==> config.mk <==
export PLATFORM = sky130hd
export DESIGN_NAME = pc_unit
export DESIGN_NICKNAME = d
export VERILOG_FILES = /design/src/rtl/cpu_pkg.sv /design/src/rtl/ras_stack.sv /design/src/rtl/pc_unit.sv
export SDC_FILE = /design/constraint.sdc
export NUM_CORES = 1
export LEC_CHECK = 0
export BUFFER_PORTS_ARGS = -buffer_cell sky130_fd_sc_hd__buf_2
export CORE_UTILIZATION = 30
export DETAILED_ROUTE_END_ITERATION = 16
export MAX_ROUTING_LAYER = met4
export PLACE_DENSITY = 0.55
export SETUP_SLACK_MARGIN = 0.1
export SYNTH_ARGS = -nofsm -noshare
export SYNTH_HDL_FRONTEND = slang
export SYNTH_SLANG_ARGS = --single-unit
==> constraint.sdc <==
create_clock -name clk_i -period 6.4 [get_ports clk_i]
set_input_delay 0.32 -clock clk_i [delete_from_list [all_inputs] [get_ports clk_i]]
set_output_delay 0.32 -clock clk_i [all_outputs]
set_load 0.01 [all_outputs]
==> src/rtl/cpu_pkg.sv <==
// Shared fetch-stage constants and the next-PC select encoding.
package cpu_pkg;

    localparam int unsigned ADDR_W_DEF    = 32;
    localparam logic [31:0] RESET_VEC_DEF = 32'h0000_0000;
    localparam int unsigned INC_DEF       = 4;
    localparam int unsigned RAS_DEPTH_DEF = 4;

    typedef enum logic [2:0] {
        NPC_SEQ,
        NPC_HOLD,
        NPC_RET,
        NPC_JMP,
        NPC_BR,
        NPC_EXC
    } npc_sel_e;

endpackage

==> src/rtl/ras_stack.sv <==
// Circular return-address stack; a push while full silently replaces the oldest entry.
module ras_stack #(
    parameter int unsigned ADDR_W    = 32,
    parameter int unsigned RAS_DEPTH = 4
) (
    input  logic              clk_i,
    input  logic              reset_i,
    input  logic              push_i,
    input  logic              pop_i,
    input  logic              flush_i,
    input  logic [ADDR_W-1:0] data_i,
    output logic [ADDR_W-1:0] top_o,
    output logic              empty_o,
    output logic              full_o,
    output logic              overflow_o
);

    localparam int unsigned PtrW = (RAS_DEPTH > 1) ? $clog2(RAS_DEPTH) : 1;
    localparam int unsigned CntW = PtrW + 1;

    logic [ADDR_W-1:0] mem_q [RAS_DEPTH];
    logic [PtrW-1:0]   ptr_q, ptr_d;
    logic [CntW-1:0]   cnt_q, cnt_d;
    logic              ovf_q, ovf_d;
    logic              wr_en;
    logic [PtrW-1:0]   wr_idx;
    logic              pop_eff;

    assign empty_o    = (cnt_q == '0);
    assign full_o     = (cnt_q == CntW'(RAS_DEPTH));
    assign overflow_o = ovf_q;
    assign top_o      = mem_q[ptr_q];

    always_comb begin
        ptr_d   = ptr_q;
        cnt_d   = cnt_q;
        ovf_d   = ovf_q;
        wr_en   = 1'b0;
        wr_idx  = ptr_q;
        pop_eff = pop_i && !empty_o;
        if (flush_i) begin
            ptr_d = '0;
            cnt_d = '0;
        end else if (push_i && pop_eff) begin
            // Pop-then-push collapses to overwriting the current top in place.
            wr_en = 1'b1;
        end else if (push_i) begin
            wr_en  = 1'b1;
            wr_idx = ptr_q + PtrW'(1);
            ptr_d  = wr_idx;
            if (full_o) begin
                ovf_d = 1'b1;
            end else begin
                cnt_d = cnt_q + CntW'(1);
            end
        end else if (pop_eff) begin
            ptr_d = ptr_q - PtrW'(1);
            cnt_d = cnt_q - CntW'(1);
        end
    end

    always_ff @(posedge clk_i) begin
        if (reset_i) begin
            ptr_q <= '0;
            cnt_q <= '0;
            ovf_q <= 1'b0;
        end else begin
            ptr_q <= ptr_d;
            cnt_q <= cnt_d;
            ovf_q <= ovf_d;
        end
    end

    always_ff @(posedge clk_i) begin
        if (wr_en) begin
            mem_q[wr_idx] <= data_i;
        end
    end

endmodule

==> src/rtl/pc_unit.sv <==
// Fetch-stage program counter: prioritised next-PC mux, PC register and RAS for call/return.
module pc_unit
    import cpu_pkg::*;
#(
    parameter int unsigned       ADDR_W    = ADDR_W_DEF,
    parameter logic [ADDR_W-1:0] RESET_VEC = ADDR_W'(RESET_VEC_DEF),
    parameter int unsigned       INC       = INC_DEF,
    parameter int unsigned       RAS_DEPTH = RAS_DEPTH_DEF
) (
    input  logic              clk_i,
    input  logic              reset_i,
    input  logic              stall_i,
    input  logic              exception_i,
    input  logic [ADDR_W-1:0] exc_vector_i,
    input  logic              branch_taken_i,
    input  logic [ADDR_W-1:0] branch_target_i,
    input  logic              jump_i,
    input  logic [ADDR_W-1:0] jump_target_i,
    input  logic              call_i,
    input  logic [ADDR_W-1:0] ret_addr_i,
    input  logic              return_i,
    input  logic [ADDR_W-1:0] return_target_i,
    output logic [ADDR_W-1:0] pc_result_o,
    output logic [ADDR_W-1:0] pc_plus_o,
    output logic              pc_valid_o,
    output logic              ras_empty_o,
    output logic              ras_full_o,
    output logic              ras_overflow_o
);

    logic [ADDR_W-1:0] pc_q, pc_d;
    logic              valid_q;
    logic [ADDR_W-1:0] ras_top;
    logic              id_accept;
    logic              ras_push;
    logic              ras_pop;
    logic              ras_flush;
    npc_sel_e          npc_sel;

    assign pc_result_o = pc_q;
    assign pc_plus_o   = pc_q + ADDR_W'(INC);
    assign pc_valid_o  = valid_q;

    // ID-stage requests only take effect when nothing upstream of them in priority is active.
    assign id_accept = !reset_i && !exception_i && !branch_taken_i && !stall_i;
    assign ras_push  = id_accept && jump_i && call_i;
    assign ras_pop   = id_accept && return_i;
    assign ras_flush = !reset_i && exception_i;

    always_comb begin
        npc_sel = NPC_SEQ;
        if (exception_i) begin
            npc_sel = NPC_EXC;
        end else if (branch_taken_i) begin
            npc_sel = NPC_BR;
        end else if (stall_i) begin
            npc_sel = NPC_HOLD;
        end else if (jump_i) begin
            npc_sel = NPC_JMP;
        end else if (return_i) begin
            npc_sel = NPC_RET;
        end
    end

    always_comb begin
        pc_d = pc_plus_o;
        unique case (npc_sel)
            NPC_EXC:  pc_d = exc_vector_i;
            NPC_BR:   pc_d = branch_target_i;
            NPC_JMP:  pc_d = jump_target_i;
            NPC_RET:  pc_d = ras_empty_o ? return_target_i : ras_top;
            NPC_HOLD: pc_d = pc_q;
            default:  pc_d = pc_plus_o;
        endcase
    end

    always_ff @(posedge clk_i) begin
        if (reset_i) begin
            pc_q    <= RESET_VEC;
            valid_q <= 1'b0;
        end else begin
            pc_q    <= pc_d;
            valid_q <= 1'b1;
        end
    end

    ras_stack #(
        .ADDR_W    (ADDR_W),
        .RAS_DEPTH (RAS_DEPTH)
    ) u_ras (
        .clk_i      (clk_i),
        .reset_i    (reset_i),
        .push_i     (ras_push),
        .pop_i      (ras_pop),
        .flush_i    (ras_flush),
        .data_i     (ret_addr_i),
        .top_o      (ras_top),
        .empty_o    (ras_empty_o),
        .full_o     (ras_full_o),
        .overflow_o (ras_overflow_o)
    );

endmodule

==> flow_summary.yaml, run 1 <==
clock_tree:
  path_clk_slew_ps: 70
  hold_buffers: 0
  cts_inserted_buffers: 17
  tritoncts: "done"
  htreeDepth: 4
  cts_setup_buffers: 0
  clockBufferDepth: 2
  root_buffer: "clkbuf_16"
  clock_latency_ps: 430
  clock_sinks: 169
  post_cts_resized: 0
timing:
  period_share_pct: 57.31
  fmax_mhz: 272.6
  worstMarginPinSlew_ps: 945.2
  finalMaxSlewViolations: 0
  setup_viol: 0
  slew_headroom_pct: 36.56
  finalCriticalPeriod_ps: 3668
  hold_slack_ps: 107.3
  fin_setup_tns_ps: 0
  rsz0062_at_grt: "no"
  finClkSkew_ps: 11.57
  finalHoldViolCount: 0
  worst_slack_ps: 2732
synth:
  synth_area_leader_cell: "edfxtp_1"
  synthFlopType: "edfxtp_1"
  ys_warn_count: 0
  ys_ff_latch: 169
  synth_area_leaders: "edfxtp_1, dfxtp_1, mux4_2, nand2_1, a21oi_1"
  synthArstFlopShare_pct: 0
  avgSynthCellArea_um2: 11.85
  synth_cell_types: 62
  synth-seq-area-share_pct: 55.46
  synthCells: 710
  synth_edf_count: 128
  synth_area_mm2: 0.008411
  synthesis.nets: 883
  yosysTopAreaCellShare_pct: 45.70
floorplan:
  start_util_pct: 30.86
  core_area_mm2: 0.02725
  dieArea_mm2: 0.02871
  num_io_pins: 236
  die_w_um: 169.4
  die_h_um: 169.4
  rows: 60
grt:
  grt.busiest_layer: "met2"
  antenna_found_initial: 3
  grt_pass1_wl_mm: 41.03
  track_usage_pct: 20.24
  grt_overflow: 0
  use_met3_pct: 4.781
  grt_max_degree: 36
  use_met1_pct: 26.73
  grt_use_met2_pct: 30.90
  first_global_vias: 6553
detailed_routing:
  vias: 6912
  wl_mm: 28.37
  drt-pass1-iter-count: 7
  drcViolationCount: 0
  drt_iter0_markers: 652
  wl_per_cell_um: 21.69
  drtAntennaViolNets: 0
  vias_per_cell: 5.284
final_layout:
  multiInputGateArea_mm2: 0.003517
  regArea_mm2: 0.004666
  postLayoutCellArea_mm2: 0.01054
  fillers: 2671
  stdcell_count: 1308
  layout.nets: 1093
  syn2layout_area_growth_pct: 25.31
  drive_gt1_share_pct: 35.48
power:
  p_per_area_mw_per_mm2: 234.7
  seqPwrFrac_pct: 49.6
  total_leakage_power_nw: 3.982
  pwr-share-comb_pct: 10.1
  pwr-share-clk_pct: 40.3
  vdd_drop_max_uv: 169.1
  switchingPower_mw: 0.6519
  cell_internal_pwr_mw: 1.822
  p_sw_share_pct: 26.35
worst_hold_path:
  hold_path_class: "in -> reg"
critical_path:
  cp.required_ps: 6470
  cpPeakStageDelay_ps: 740
  cp_num_buf_inv: 2
  slowest_stage: "or3_1"
  worst-setup-path-type: "reg -> reg"
  end_kind: "flip-flop"
  startpoint_type: "flip-flop"
  arrival_ps: 3730
  cp_cell_sequence: "or3_1 -> nand4_1 -> inv_1 -> ha_1 -> or4_1 -> nor2_1 -> a21oi_1 -> o32ai_4 -> buf_4"
  critPathMaxFanout: 32
  cp_top_family: "simple AND/OR/NAND/NOR gates"
placement:
  post_dp_cell_area_mm2: 0.009952
  place_hpwl_mm: 20.93
  numPortBuffers: 235
  dp_cells: 1273
  gp_congestion: 0.8528
  pre_cts_ws_ps: 2465
flow_run:
  cap_violations: 0
outcome:
  status: "finished, final reports clean"
-- flip-flops by register name (all words and copies together), names as in the netlist, named ones only --
register	cells
u_ras.mem_q	128
pc_result_o	32
u_ras.cnt_q	3
u_ras.ptr_q	2
pc_valid_o	1
u_ras.overflow_o	1
-- synthesized netlist by cell type (7+ instances only) --
cell type and number:
a211oi_1 11, a21oi_1 54, a221o_1 8, a222oi_1 11, a22oi_1 11, a31oi_1 15, and3_1 11, and3b_1 10
buf_2 9, clkbuf_1 40, dfxtp_1 41, edfxtp_1 128, inv_1 14, mux2i_1 11, mux4_2 32, nand2_1 73
nand3_1 23, nand4_1 12, nor2_1 33, nor3_1 8, nor4_1 8, o21a_1 7, o21ai_0 40, xnor2_1 12
xor2_1 13
-- cell type report --
class | instances | area share [%]
diodes | 3 | 0.07123
clock buffers | 17 | 4.037
clock inverters | 15 | 1.460
inverters | 14 | 0.4986
multi-input cells | 473 | 33.37
flip-flops and latches | 169 | 44.27
well taps | 372 | 4.416
repair buffers | 245 | 11.87
-- path summary, 6_finish.rpt --
| check | startpoint | end | slack, ps | depth (start not counted) |
|---|---|---|---|---|
| setup / recovery | u_ras.cnt_q[2] | u_ras.mem_q[1][18] | 2730 | 9 |
| setup reg to reg | u_ras.cnt_q[2] | u_ras.mem_q[1][18] | 2730 | 9 |
| hold reg to reg | pc_result_o[0] | pc_result_o[0] | 510 | 2 |
| hold / removal | ret_addr_i[9] | u_ras.mem_q[2][9] | 110 | 1 |
-- cells by family after synthesis --
kind of cell,Yosys count,synth area share (%)
mux,43,9.878
buf+inv,68,3.362
compound gates,181,14.24
simple gates,219,13.63
xor+xnor,25,2.603
flops,169,55.46
fa+ha+maj,5,0.8331
-- layout by cell type (no fill, tap or decap), types with 12 or more instances in the layout --
cell	count
a21oi_1	54
a31oi_1	15
buf_2	235
clkbuf_16	17
dfxtp_1	40
edfxtp_1	128
inv_1	14
mux4_2	32
nand2_1	73
nand3_1	23
nand4_1	12
nor2_1	31
o21ai_0	40
xnor2_1	12
xor2_1	13
-- worst reg2reg max path: stages (launching register included) --
cell and delay, ps:
dfxtp_1 340, or3_1 740, nand4_1 300, inv_1 70, ha_1 270, or4_1 660
nor2_1 130, a21oi_1 100, o32ai_4 230, buf_4 450
-- stage by stage --
| step | power (mW) | util, % |
|---|---|---|
| finish | 2.474 | 38.67 |
| global route | 2.565 | 38.67 |
| CTS | 2.500 | 38.65 |
| detailed placement | 1.502 | 36.52 |
| global placement | 1.500 | 36.52 |
| floorplan | 1.360 | - |
-- power groups by stage --
stage	combinational (mW)	sequential, mW	clock, mW
3_3_place_gp	0.249	1.25	0
3_5_place_dp	0.251	1.25	0
6_report	0.251	1.23	0.996
5_1_grt	0.273	1.23	1.06
2_1_floorplan	0.115	1.24	0
4_1_cts	0.252	1.23	1.02
-- metal layers --
layer | wire length, um | up-vias
li1 | - | 3205
met1 | 12370 | 3375
met2 | 13250 | 311
met3 | 2279 | 21
met4 | 476 | 0
met5 | 0 | -
No activity file was read; power rests on OpenSTA's default activity.
==> run 2: changes to the inputs <==
--- a/config.mk
+++ b/config.mk
@@ -5,11 +5,12 @@
 export SDC_FILE = /design/constraint.sdc
 export NUM_CORES = 1
 export LEC_CHECK = 0
+export ABC_AREA = 1
 export BUFFER_PORTS_ARGS = -buffer_cell sky130_fd_sc_hd__buf_2
 export CORE_UTILIZATION = 30
 export DETAILED_ROUTE_END_ITERATION = 16
 export MAX_ROUTING_LAYER = met4
-export PLACE_DENSITY = 0.55
+export PLACE_DENSITY = 0.56
 export SETUP_SLACK_MARGIN = 0.1
 export SYNTH_ARGS = -nofsm -noshare
 export SYNTH_HDL_FRONTEND = slang
==> constraint.sdc (replaced) <==
create_clock -name clk_i -period 3.3 [get_ports clk_i]
set_input_delay 0.165 -clock clk_i [delete_from_list [all_inputs] [get_ports clk_i]]
set_output_delay 0.165 -clock clk_i [all_outputs]
set_load 0.01 [all_outputs]
==> flow_summary.yaml, run 2 <==
outcome:
  status: "finished, final reports clean"
power:
  p_sw_share_pct: 26.15
  total_leakage_power_nw: 4.703
  power_mw: 5.019
  p_per_area_mw_per_mm2: 442.9
  pwr-share-clk_pct: 41.3
  cell_internal_pwr_mw: 3.707
  seqPwrFrac_pct: 47.2
  switchingPower_mw: 1.312
  vdd_drop_max_uv: 347.2
  pwr-share-comb_pct: 11.5
grt:
  use_met3_pct: 4.134
  track_usage_pct: 20.25
  use_met1_pct: 26.76
  grt_pass1_wl_mm: 45.09
  grt_max_degree: 65
  grt_use_met2_pct: 31.42
  grt_overflow: 0
  first_global_vias: 7773
  antenna_found_initial: 4
  grt.busiest_layer: "met2"
worst_hold_path:
  hold_path_class: "in -> reg"
critical_path:
  cp.required_ps: 3130
  arrival_ps: 2460
  end_kind: "primary output"
  critPathMaxFanout: 6
  startpoint_type: "flip-flop"
  worst-setup-path-type: "reg -> out"
synth:
  yosysTopAreaCellShare_pct: 43.09
  synth_area_leader_cell: "edfxtp_1"
  synth_cell_types: 40
  synth-seq-area-share_pct: 52.29
  ys_ff_latch: 169
  avgSynthCellArea_um2: 8.206
  synthFlopType: "edfxtp_1"
  synth_area_mm2: 0.008920
  synthesis.nets: 1260
  synth_edf_count: 128
  synth_area_leaders: "edfxtp_1, nand2_1, dfxtp_1, nor2_1, nand3_1"
  ys_warn_count: 0
  synthCells: 1087
  synth_most_common_cell: "nand2_1"
  synthArstFlopShare_pct: 0
  yosys-top-cells-count: "nand2_1, nor2_1, edfxtp_1"
final_layout:
  layout_common_cells: "nand2_1, buf_2, nor2_1"
  layout.nets: 1506
  syn2layout_area_growth_pct: 27.03
  final_common_cell: "nand2_1"
  largest_register_ffs: 128
  top_register: "u_ras.mem_q"
  drive_gt1_share_pct: 24.07
floorplan:
  die_w_um: 174.4
  die_h_um: 174.4
  rows: 62
  dieArea_mm2: 0.03043
  num_io_pins: 236
  start_util_pct: 30.74
  core_area_mm2: 0.02901
timing:
  finalHoldViolCount: 0
  finalCriticalPeriod_ps: 2628
  period_share_pct: 79.64
  setup_viol: 0
  rsz0062_at_grt: "no"
  fin_setup_tns_ps: 0
  worst_slack_ps: 672.0
  finalMaxSlewViolations: 0
  fmax_mhz: 380.5
  slew_headroom_pct: 27.19
  finClkSkew_ps: 14.79
  hold_slack_ps: 22.78
  worstMarginPinSlew_ps: 1091
clock_tree:
  cts_inserted_buffers: 17
  clock_latency_ps: 430
  clockBufferDepth: 2
  root_buffer: "clkbuf_16"
  tritoncts: "done"
  path_clk_slew_ps: 70
  htreeDepth: 4
  clock_sinks: 169
placement:
  gp_congestion: 0.9785
  numPortBuffers: 235
  pre_cts_ws_ps: 769.3
  place_hpwl_mm: 22.15
detailed_routing:
  vias: 8280
  wl_mm: 30.03
  vias_per_cell: 4.775
  wl_per_cell_um: 17.32
  drt-pass1-iter-count: 7
  drcViolationCount: 0
  drtAntennaViolNets: 0
  drt_iter0_markers: 673
flow_run:
  cap_violations: 0
-- run 2: final timing paths --
path / start / endpoint / slack [ps] / cells after the start
max: pc_result_o[2] / pc_plus_o[12] / 670 / 8
min reg2reg: u_ras.overflow_o / u_ras.overflow_o / 510 / 1
max reg2reg: u_ras.cnt_q[0] / u_ras.mem_q[2][6] / 970 / 11
min: jump_target_i[3] / pc_result_o[3] / 20 / 3
-- run 2: power groups by stage --
stage          logic [mW]  registers, mW  clock network [mW]
2_1_floorplan       0.260           2.42                   0
3_3_place_gp        0.541           2.42                   0
3_5_place_dp        0.548           2.42                   0
4_1_cts             0.580           2.37                2.10
5_1_grt             0.636           2.37                2.19
6_report            0.576           2.37                2.07
-- run 2: what timing repair did --
action                                 in CTS  in global routing
resized for setup                           0                  0
hold buffers                               32                  0
buffers inserted                            0                  0
setup endpoints to repair                   0                  0
endpoints found under the hold margin     128                  0
-- run 2: kinds of logic after synthesis --
kind of cell | synth area share, %
buffers and inverters | 6.480
AO/OA/AOI/OAI | 10.44
XOR/XNOR | 1.375
AND/OR/NAND/NOR | 28.63
flip-flops | 52.29
adder cells (fa/ha/maj) | 0.7856
-- run 2: worst max-delay path: stages, from the launching register on --
cell and delay, ps:
dfxtp_1 530, ha_1 350, nand3_1 190, inv_1 110
nand2_2 100, nor2_1 290, xnor2_1 200, inv_1 100
buf_2 160
-- run 2: metrics by stage --
step	cells	util (%)	instance area, um2
finish	1734	39.05	11330
detailed placement	1666	35.83	10400
global route	1734	39.05	11330
CTS	1730	39.02	11320
floorplan	1087	-	8920
global placement	1666	35.83	10400
-- run 2: area by class of cell --
class                           count  area (um2)
Timing Repair Buffer              280        1594
Antenna cell                        4       10.01
Inverter                           74       287.8
Sequential cell                   169        4666
Tap cell                          384       480.5
Clock inverter                     14       176.4
Fill cell                        2997       17680
Clock buffer                       18       429.2
Multi-Input combinational cell    791        3687
-- run 2: metal layers --
layer  vias to the layer above  part of all wire, %
li1                       4126                    -
met3                        21                  6.4
met4                         0                  1.6
met1                      3854                   45
met2                       279                   47
met5                         -                    0
